### src/rtl/tpic_pkg.sv
// Shared constants for the TPIC readback checker: chain geometry, read map, status layout.
package tpic_pkg;

  localparam int unsigned TPIC_WIDTH  = 300;
  localparam int unsigned TPIC_CNT_W  = $clog2(TPIC_WIDTH + 1);
  localparam int unsigned TPIC_NBYTES = (TPIC_WIDTH + 7) / 8;

  localparam logic [7:0] ADDR_STATUS = 8'hFE;
  localparam logic [7:0] ADDR_ERRCNT = 8'hFF;

  localparam int unsigned STAT_ERR_BIT = 0;
  localparam int unsigned STAT_LEN_BIT = 1;
  localparam int unsigned STAT_PV_BIT  = 2;

endpackage

### src/rtl/tpic_readback_prio_enc.sv
// Combinational MSB-first priority encoder; the parent registers its outputs.
module msb_prio_enc #(
  parameter int unsigned WIDTH = 300,
  parameter int unsigned CNT_W = 9
) (
  input  logic [WIDTH-1:0] i_vec,
  output logic             o_any,
  output logic [CNT_W-1:0] o_idx
);

  // Ascending scan so the last hit, i.e. the highest set bit, wins.
  always_comb begin
    o_any = 1'b0;
    o_idx = '0;
    for (int i = 0; i < int'(WIDTH); i++) begin
      if (i_vec[i]) begin
        o_any = 1'b1;
        o_idx = CNT_W'(i);
      end
    end
  end

endmodule

### src/rtl/tpic_readback.sv
// TPIC daisy-chain readback checker: captures tpic_miso during shifting and compares it
// against the frame latched at the previous RCK; exposes results on a byte read port.
module tpic_readback
  import tpic_pkg::*;
#(
  parameter int unsigned WIDTH  = TPIC_WIDTH,
  parameter int unsigned CNT_W  = $clog2(WIDTH + 1),
  parameter int unsigned NBYTES = (WIDTH + 7) / 8
) (
  input  logic             clk,
  input  logic             reset_n,
  input  logic             byps,
  input  logic             sclk,
  input  logic             rck,
  input  logic             sin,
  input  logic [WIDTH-1:0] data,
  input  logic             clr_err,
  input  logic [7:0]       rd_addr,
  output logic [7:0]       rd_data,
  output logic             frame_done,
  output logic             err,
  output logic             len_err,
  output logic [7:0]       err_cnt,
  output logic [CNT_W-1:0] first_err_idx
);

  localparam int unsigned      PADW     = NBYTES * 8;
  localparam logic [CNT_W-1:0] CNT_FULL = CNT_W'(WIDTH);
  localparam logic [CNT_W-1:0] CNT_SAT  = CNT_W'(WIDTH + 1);

  logic             r_sclk_d, r_rck_d;
  logic [WIDTH-1:0] r_shift, r_captured, r_shadow, r_diff;
  logic [CNT_W-1:0] r_bit_cnt;
  logic             r_prev_valid;
  logic             r_v1, r_c1, r_v2, r_c2, r_any;
  logic [CNT_W-1:0] r_idx;

  logic             w_shift_en, w_latch, w_full, w_set_err, w_set_len, w_any;
  logic [WIDTH-1:0] w_shift_nxt;
  logic [CNT_W-1:0] w_cnt_nxt, w_idx;
  logic [PADW-1:0]  w_cap_pad;
  logic [7:0]       w_status, w_rd_nxt;

  assign w_shift_en  = sclk & ~r_sclk_d & ~byps;
  assign w_latch     = rck & ~r_rck_d & ~byps;
  assign w_shift_nxt = w_shift_en ? {r_shift[WIDTH-2:0], sin} : r_shift;
  // A coincident shift is counted before the length check.
  assign w_cnt_nxt   = (w_shift_en && (r_bit_cnt != CNT_SAT)) ? r_bit_cnt + CNT_W'(1) : r_bit_cnt;
  assign w_full      = (w_cnt_nxt == CNT_FULL);
  assign w_set_len   = w_latch & ~w_full;
  assign w_set_err   = r_c2 & r_any & ~byps;
  assign w_cap_pad   = PADW'(r_captured);

  msb_prio_enc #(.WIDTH(WIDTH), .CNT_W(CNT_W)) u_enc (
    .i_vec (r_diff),
    .o_any (w_any),
    .o_idx (w_idx)
  );

  // Shift capture, bit counting and frame latching.
  always_ff @(posedge clk or negedge reset_n) begin
    if (!reset_n) begin
      r_sclk_d     <= 1'b0;
      r_rck_d      <= 1'b0;
      r_shift      <= '0;
      r_captured   <= '0;
      r_shadow     <= '0;
      r_bit_cnt    <= '0;
      r_prev_valid <= 1'b0;
    end else begin
      r_sclk_d <= sclk;
      r_rck_d  <= rck;
      r_shift  <= w_shift_nxt;
      if (byps) begin
        r_bit_cnt    <= '0;
        r_prev_valid <= 1'b0;
      end else if (w_latch) begin
        r_bit_cnt <= '0;
        if (w_full) begin
          r_captured   <= w_shift_nxt;
          r_shadow     <= data;
          r_prev_valid <= 1'b1;
        end else begin
          r_prev_valid <= 1'b0;
        end
      end else begin
        r_bit_cnt <= w_cnt_nxt;
      end
    end
  end

  // Compare pipeline; diff is taken against the shadow before it reloads.
  always_ff @(posedge clk or negedge reset_n) begin
    if (!reset_n) begin
      r_diff <= '0;
      r_v1   <= 1'b0;
      r_c1   <= 1'b0;
      r_v2   <= 1'b0;
      r_c2   <= 1'b0;
      r_any  <= 1'b0;
      r_idx  <= '0;
    end else begin
      if (w_latch) r_diff <= w_shift_nxt ^ r_shadow;
      r_v1  <= w_latch;
      r_c1  <= w_latch & w_full & r_prev_valid;
      r_v2  <= r_v1 & ~byps;
      r_c2  <= r_c1 & ~byps;
      r_any <= w_any;
      r_idx <= w_idx;
    end
  end

  // Sticky status; a set in the same cycle as clr_err wins.
  always_ff @(posedge clk or negedge reset_n) begin
    if (!reset_n) begin
      frame_done    <= 1'b0;
      err           <= 1'b0;
      len_err       <= 1'b0;
      err_cnt       <= '0;
      first_err_idx <= '0;
    end else begin
      frame_done <= r_v2 & ~byps;
      if (w_set_err) begin
        err           <= 1'b1;
        err_cnt       <= (err_cnt == 8'hFF) ? err_cnt : err_cnt + 8'd1;
        first_err_idx <= r_idx;
      end else if (clr_err) begin
        err           <= 1'b0;
        err_cnt       <= '0;
        first_err_idx <= '0;
      end
      if (w_set_len)    len_err <= 1'b1;
      else if (clr_err) len_err <= 1'b0;
    end
  end

  always_comb begin
    w_status               = '0;
    w_status[STAT_ERR_BIT] = err;
    w_status[STAT_LEN_BIT] = len_err;
    w_status[STAT_PV_BIT]  = r_prev_valid;
    w_rd_nxt               = 8'h00;
    if (rd_addr == ADDR_STATUS) begin
      w_rd_nxt = w_status;
    end else if (rd_addr == ADDR_ERRCNT) begin
      w_rd_nxt = err_cnt;
    end else begin
      for (int k = 0; k < int'(NBYTES); k++) begin
        if (rd_addr == 8'(k)) w_rd_nxt = w_cap_pad[k*8 +: 8];
      end
    end
  end

  always_ff @(posedge clk or negedge reset_n) begin
    if (!reset_n) rd_data <= '0;
    else          rd_data <= w_rd_nxt;
  end

endmodule

### config.mk
export PLATFORM = sky130hd
export DESIGN_NAME = tpic_readback
export DESIGN_NICKNAME = d
export VERILOG_FILES = /design/src/rtl/tpic_pkg.sv /design/src/rtl/tpic_readback_prio_enc.sv /design/src/rtl/tpic_readback.sv
export SDC_FILE = /design/constraint.sdc
export NUM_CORES = 2
export LEC_CHECK = 0
export BUFFER_PORTS_ARGS = -buffer_cell sky130_fd_sc_hd__buf_2
export CORE_MARGIN = 2
export CORE_UTILIZATION = 40
export DETAILED_ROUTE_END_ITERATION = 8
export GPL_ROUTABILITY_DRIVEN = 0
export HOLD_SLACK_MARGIN = 0.05
export PLACE_DENSITY = 0.58
export SLEW_MARGIN = 20
export SYNTH_ARGS = -nofsm -noshare
export SYNTH_HDL_FRONTEND = slang
export SYNTH_SLANG_ARGS = --single-unit
### constraint.sdc
create_clock -name clk -period 6.1 [get_ports clk]
set_input_delay 0.61 -clock clk [delete_from_list [all_inputs] [get_ports clk]]
set_output_delay 0.61 -clock clk [all_outputs]
set_load 0.05 [all_outputs]
Word level (Yosys, flattened, before mapping) --
Cells that the tools add are included. Widths: inputs -> output; s select.
Storage, ports and cells: output and inout port bits 28, flip-flop bits (word level) 1254, logic and storage cells 743, bits of input ports 315
Cells by class: mux-type cells 654, eq/ne operators 43, add/sub/neg operators 2, bitwise logic cells 17, reductions and logical operators 7
Operator list (number):
- $mux 8 | 171
- $mux 7 | 64
- $mux 9 | 49
- $mux 1 | 307
- $mux 300 | 1
- $xor 300x300->300 | 1
- $mux 6 | 32
- $eq 8x5->1 const B | 16
- $mux 5 | 16
- $eq 8x4->1 const B | 8
- $eq 8x6->1 const B | 6
- $eq 8x3->1 const B | 4
- $mux 4 | 8
- $eq 8x8->1 const B | 3
- $eq 8x2->1 const B | 2
- $and 1x1->1 | 12
- $mux 3 | 4
- $add 9x1->9 const B | 1
- $eq 9x9->1 const B | 1
- $ne 9x9->1 const B | 1
- $add 8x1->8 const B | 1
- $eq 8x1->1 const B | 1
- $logic_not 8->1 | 1
- $reduce_bool 2->1 | 3
- other kinds (6) | 10

Depth between registers and ports, before layout --
word-level depth 300, gate-level depth with buffers 12, gate-level depth less buffers 9

Hierarchy --
From an unflattened synthesis, not the netlist that was laid out.
Second synthesis, totals: cell total of the unflattened synthesis 5287, area, all modules 57450.1 sq um
Modules (own cells, without submodules):
- tpic_readback | cells each 4575, area each 53445.0 sq um, times used 1, sequential area each 31380.1 sq um
- msb_prio_enc | cells each 712, area each 4005.1 sq um, times used 1, sequential area each 0.0 sq um

Worst setup path after synthesis --
OpenSTA, ideal clock, no wires.
path kind input-to-reg, start in byps, end reg r_shadow[265], cell stages on the path 10, buffers on the path 3, data required time 5.975 ns, arrival 3.109 ns, library setup time 0.125 ns, slack 2.866 ns, cell sequence nor3b_1 > o31a_1 > buf_6 > and3_4 > mux2_4 > or4_4 > nor2_8 > buf_6 > buf_12 > mux2_2
On the way: word-level cells in the longest chain between the ends 6, elaborated cells on any way between the ends 7, those cells by class eq/ne: 1; mux: 1; bitwise: 3; reduce/logical: 2
RTL lines:
- start, declared | line tpic_readback.sv:12 | input logic byps,
- $not 1->1 (no line) (*)
- $and 1x1->1 | line tpic_readback.sv:44 | assign w_shift_en = sclk & ~r_sclk_d & ~byps;
- $logic_and 1x1->1 | line tpic_readback.sv:48 | assign w_cnt_nxt = (w_shift_en && (r_bit_cnt != CNT_SAT)) ? r_bit_cnt + CNT_W'(1) : r_bit_cnt;
- $mux 9 | line tpic_readback.sv:48
- $eq 9x9->1 | line tpic_readback.sv:49 | assign w_full = (w_cnt_nxt == CNT_FULL);
- $reduce_and 3->1 (no line) (*)
- end signal, assigned | line tpic_readback.sv:81 | r_shadow <= data;
- end, declared | line tpic_readback.sv:32 | logic [WIDTH-1:0] r_shift, r_captured, r_shadow, r_diff;
Every way passes the cells marked *; elsewhere a longest branch is shown, timed or not. A chain may end at the register's enable or synchronous reset.

Final worst setup path --
start reg r_bit_cnt[7], end reg r_shadow[296]
On the way: word-level cells in the longest chain between the ends 5, elaborated cells on any way between the ends 6, those cells by class add/sub: 1; eq/ne: 2; mux: 1; reduce/logical: 2
RTL lines:
- start, declared | line tpic_readback.sv:33 | logic [CNT_W-1:0] r_bit_cnt;
- start signal, assigned | line tpic_readback.sv:87 | r_bit_cnt <= w_cnt_nxt;
- parallel branches: the longest is 2 deep, another holds $add 9x1->9
- $mux 9 (*) | line tpic_readback.sv:48
- $eq 9x9->1 (*) | line tpic_readback.sv:49
- $reduce_and 3->1 (no line) (*)
Mark *: on every way between the ends.

==> run_results.csv <==
group,metric,value,unit
run_status,outcome,"finished clean",
clock_tree,cts_buffer_depth,3,
clock_tree,cts_resized,0,
hold_path,hold_class,"in2reg",
grt,grt_pass1_wl,257000,microns
synthesis,synth_largest_area_cell,"dfrtp_1",
synthesis,yosys_warnings,0,
sta,fin_setup_tns,0,ns
critical_path,slowest_stage,"or4_4",
sta,hold_slack,0.0853,ns
floorplan,design.die.area,0.143,sq mm
floorplan,num_rows,137,
critical_path,crit_path_max_fanout,89,
final_layout,syn2layout_area_growth,18.3,%
floorplan,die_y,378,microns
final_layout,final_cells,7664,
final_layout,multiInputGateArea,0.0226,sq mm
critical_path,crit_required,6.76,ns
critical_path,cp-end-kind,"flip-flop",
final_layout,seqCellArea,0.0314,sq mm
synthesis,synth_area,0.0561,sq mm
final_layout,mostFrequentLayoutCells,"nand2_1 (1312), dfrtp_1 (1254), mux2_2 (546)",
clock_tree,clockRootBuffer,"clkbuf_16",
floorplan,initial_utilization,0.402,
critical_path,critPathKind,"reg2reg",
clock_tree,cts-hold-fix-buffers,268,
grt,track_usage,0.240,
synthesis,postSynthAreaPerCell,11.0,sq um
synthesis,synth_cell_types,75,
synthesis,ys_seq_area_frac,0.559,
grt,gr-total-overflow,0,
sta,finalMaxSlewViolations,0,
final_layout,fillers,12700,
floorplan,core_area,0.139,sq mm
detailed_routing,wl_per_cell,22.3,microns
clock_tree,cts_buffers,140,
synthesis,syn_inst,5104,
synthesis,synth_nets,5422,
detailed_routing,drt_pre_antenna_iters,8,
detailed_routing,num_vias,40700,
final_layout,layout.nets,5995,
clock_tree,path_clk_slew,0.06,ns
critical_path,crit_chain,"or3b_1 -> o31a_1 -> and3_4 -> mux2_4 -> or4_4 -> nor2_8 -> buf_4 -> buf_12 -> mux2_2",
sta,fin_crit,4.19,ns
placement,post-place-ws,1.73,ns
placement,io_buffer_count,342,
power,ir_drop,0.189,mV
clock_tree,h-tree-depth,4,
synthesis,ys_ff_latch,1254,
sta,timing.fmax,0.239,GHz
detailed_routing,route.detailed.drc,0,
synthesis,synth_edf_count,0,
grt,grt_pass1_vias,39300,
critical_path,cp.arrival,4.85,ns
sta,post-route-worst-setup-slack,1.91,ns
clock_tree,cts_tree,"done",
clock_tree,cts_sinks,1254,
clock_tree,post_cts_buffers,0,
final_layout,postLayoutCoreUtil,0.476,
sta,relSlewSlack,0.226,
sta,skew,0.0380,ns
sta,setup_viol,0,
final_layout,mostFrequentLayoutCell,"nand2_1",
synthesis,yosys-top-cells-area,"dfrtp_1 (56%), mux2_2 (11%), nand2_1 (8.8%)",
sta,rsz0062_at_grt,"false",
critical_path,max_stage_delay,0.53,ns
sta,fin_crit_sh,0.686,
floorplan,die_x,378,microns
sta,worst_pin_slew,1.16,ns
placement,dp_hpwl,124000,microns
grt,antenna_found_initial,8,
clock_tree,clk_latency,0.79,ns
detailed_routing,wl,171000,microns
detailed_routing,drtIter0Drc,3731,
synthesis,synthFlopType,"dfrtp_1",
detailed_routing,ant_nets,0,
sta,hold_viol,0,
synthesis,async_flop_share,1.00,
run,maxCapViolations,0,
critical_path,startpoint_type,"flip-flop",
final_layout,drive_gt1_frac,0.216,
power,leakagePower,0.0319,uW
grt,grt_max_degree,224,
detailed_routing,via_per_inst,5.31,
power,power_density,268,mW/mm^2
placement,placed_cells,7143,
floorplan,ios,343,
synthesis,yosysTopAreaCellShare,0.559,
## synthesized netlist by cell type, drive strengths merged, types with 7 or more instances
master   instances
o21bai           8
a222oi          15
nor3            83
xnor2          306
and3            11
dfrtp         1254
nor2           176
nand2         1312
nor4            80
mux2i           10
nand2b          25
o21a            10
nor2b           24
or4             24
clkbuf         170
o31a             8
a221oi          18
or3             12
nand4           31
o32ai            7
a211oi          26
a21oi           86
nand3           44
buf             73
a2111oi         11
a31oi            9
mux2           610
a22oi           61
o2111ai         12
o31ai           25
o311ai           7
and2            10
o21ai          360
inv             69
or2              7
o211ai          12
## power by group
group / total [uW] / internal, uW / leakage, uW / switching, uW
registers: 8400 / 8360 / 0.0175 / 40.6
logic: 859 / 295 / 0.0121 / 563
clock network: 8490 / 4970 / 0.00225 / 3520
total: 17800 / 13600 / 0.0319 / 4130
## worst paths after layout
| check | start | to | slack [ns] | cells past startpoint |
|---|---|---|---|---|
| worst max-delay path | r_bit_cnt[7] | r_shadow[296] | 1.91 | 9 |
| worst min-delay path | data[273] | r_shadow[273] | 0.09 | 2 |
| worst max register to register | r_bit_cnt[7] | r_shadow[296] | 1.91 | 9 |
| worst min register to register | r_idx[3] | first_err_idx[3] | 0.44 | 2 |
| max in group asynchronous | reset_n | r_shadow[149] | 4.12 | 3 |
| min in group asynchronous | reset_n | r_shadow[79] | 0.47 | 2 |
## layer usage
metal,routed length (microns),global-route usage,vias to the layer above
li1,-,-,18800
met1,78600,0.350,20300
met3,11000,0.0392,234
met5,7,0,-
met4,5520,0.0786,2
met2,75900,0.362,1286
## area by class of cell
type | count | share of cell area
clock buffers | 211 | 0.0624
clock inverters | 37 | 0.00720
flip-flops and latches | 1254 | 0.473
multi-input cells | 3538 | 0.341
diodes | 5 | 0.000188
well taps | 1876 | 0.0354
repair buffers | 674 | 0.0774
inverters | 69 | 0.00390
## registers in the layout (all words and copies together) (netlist names)
name,count
err,1
err_cnt,8
first_err_idx,9
frame_done,1
len_err,1
r_any,1
r_bit_cnt,9
r_c1,1
r_c2,1
r_captured,300
r_diff,300
r_idx,9
r_prev_valid,1
r_rck_d,1
r_sclk_d,1
r_shadow,300
r_shift,300
r_v1,1
r_v2,1
rd_data,8
## cells by family after synthesis
group | Yosys count | share of synthesized area
simple gates | 1867 | 0.141
flops | 1254 | 0.559
compound gates | 734 | 0.0814
mux | 622 | 0.129
xor+xnor | 312 | 0.0487
buf+inv | 312 | 0.0392
fa+ha+maj | 3 | 0.000669
## worst max-delay path: cells and delay by family (launching register included)
family	cells	cell delay [ns]
compound gates	1	0.41
buf+inv	2	0.67
flops	1	0.41
mux	2	0.72
simple gates	4	1.71
## metrics by stage
step | instance area (sq um) | power, uW
2_1_floorplan | 56100 | 8770
3_3_place_gp | 59000 | 9280
3_5_place_dp | 59000 | 9280
4_1_cts | 66400 | 17900
5_1_grt | 66400 | 18400
6_report | 66400 | 17800
Note: power is estimated with default switching activity, not from simulation.
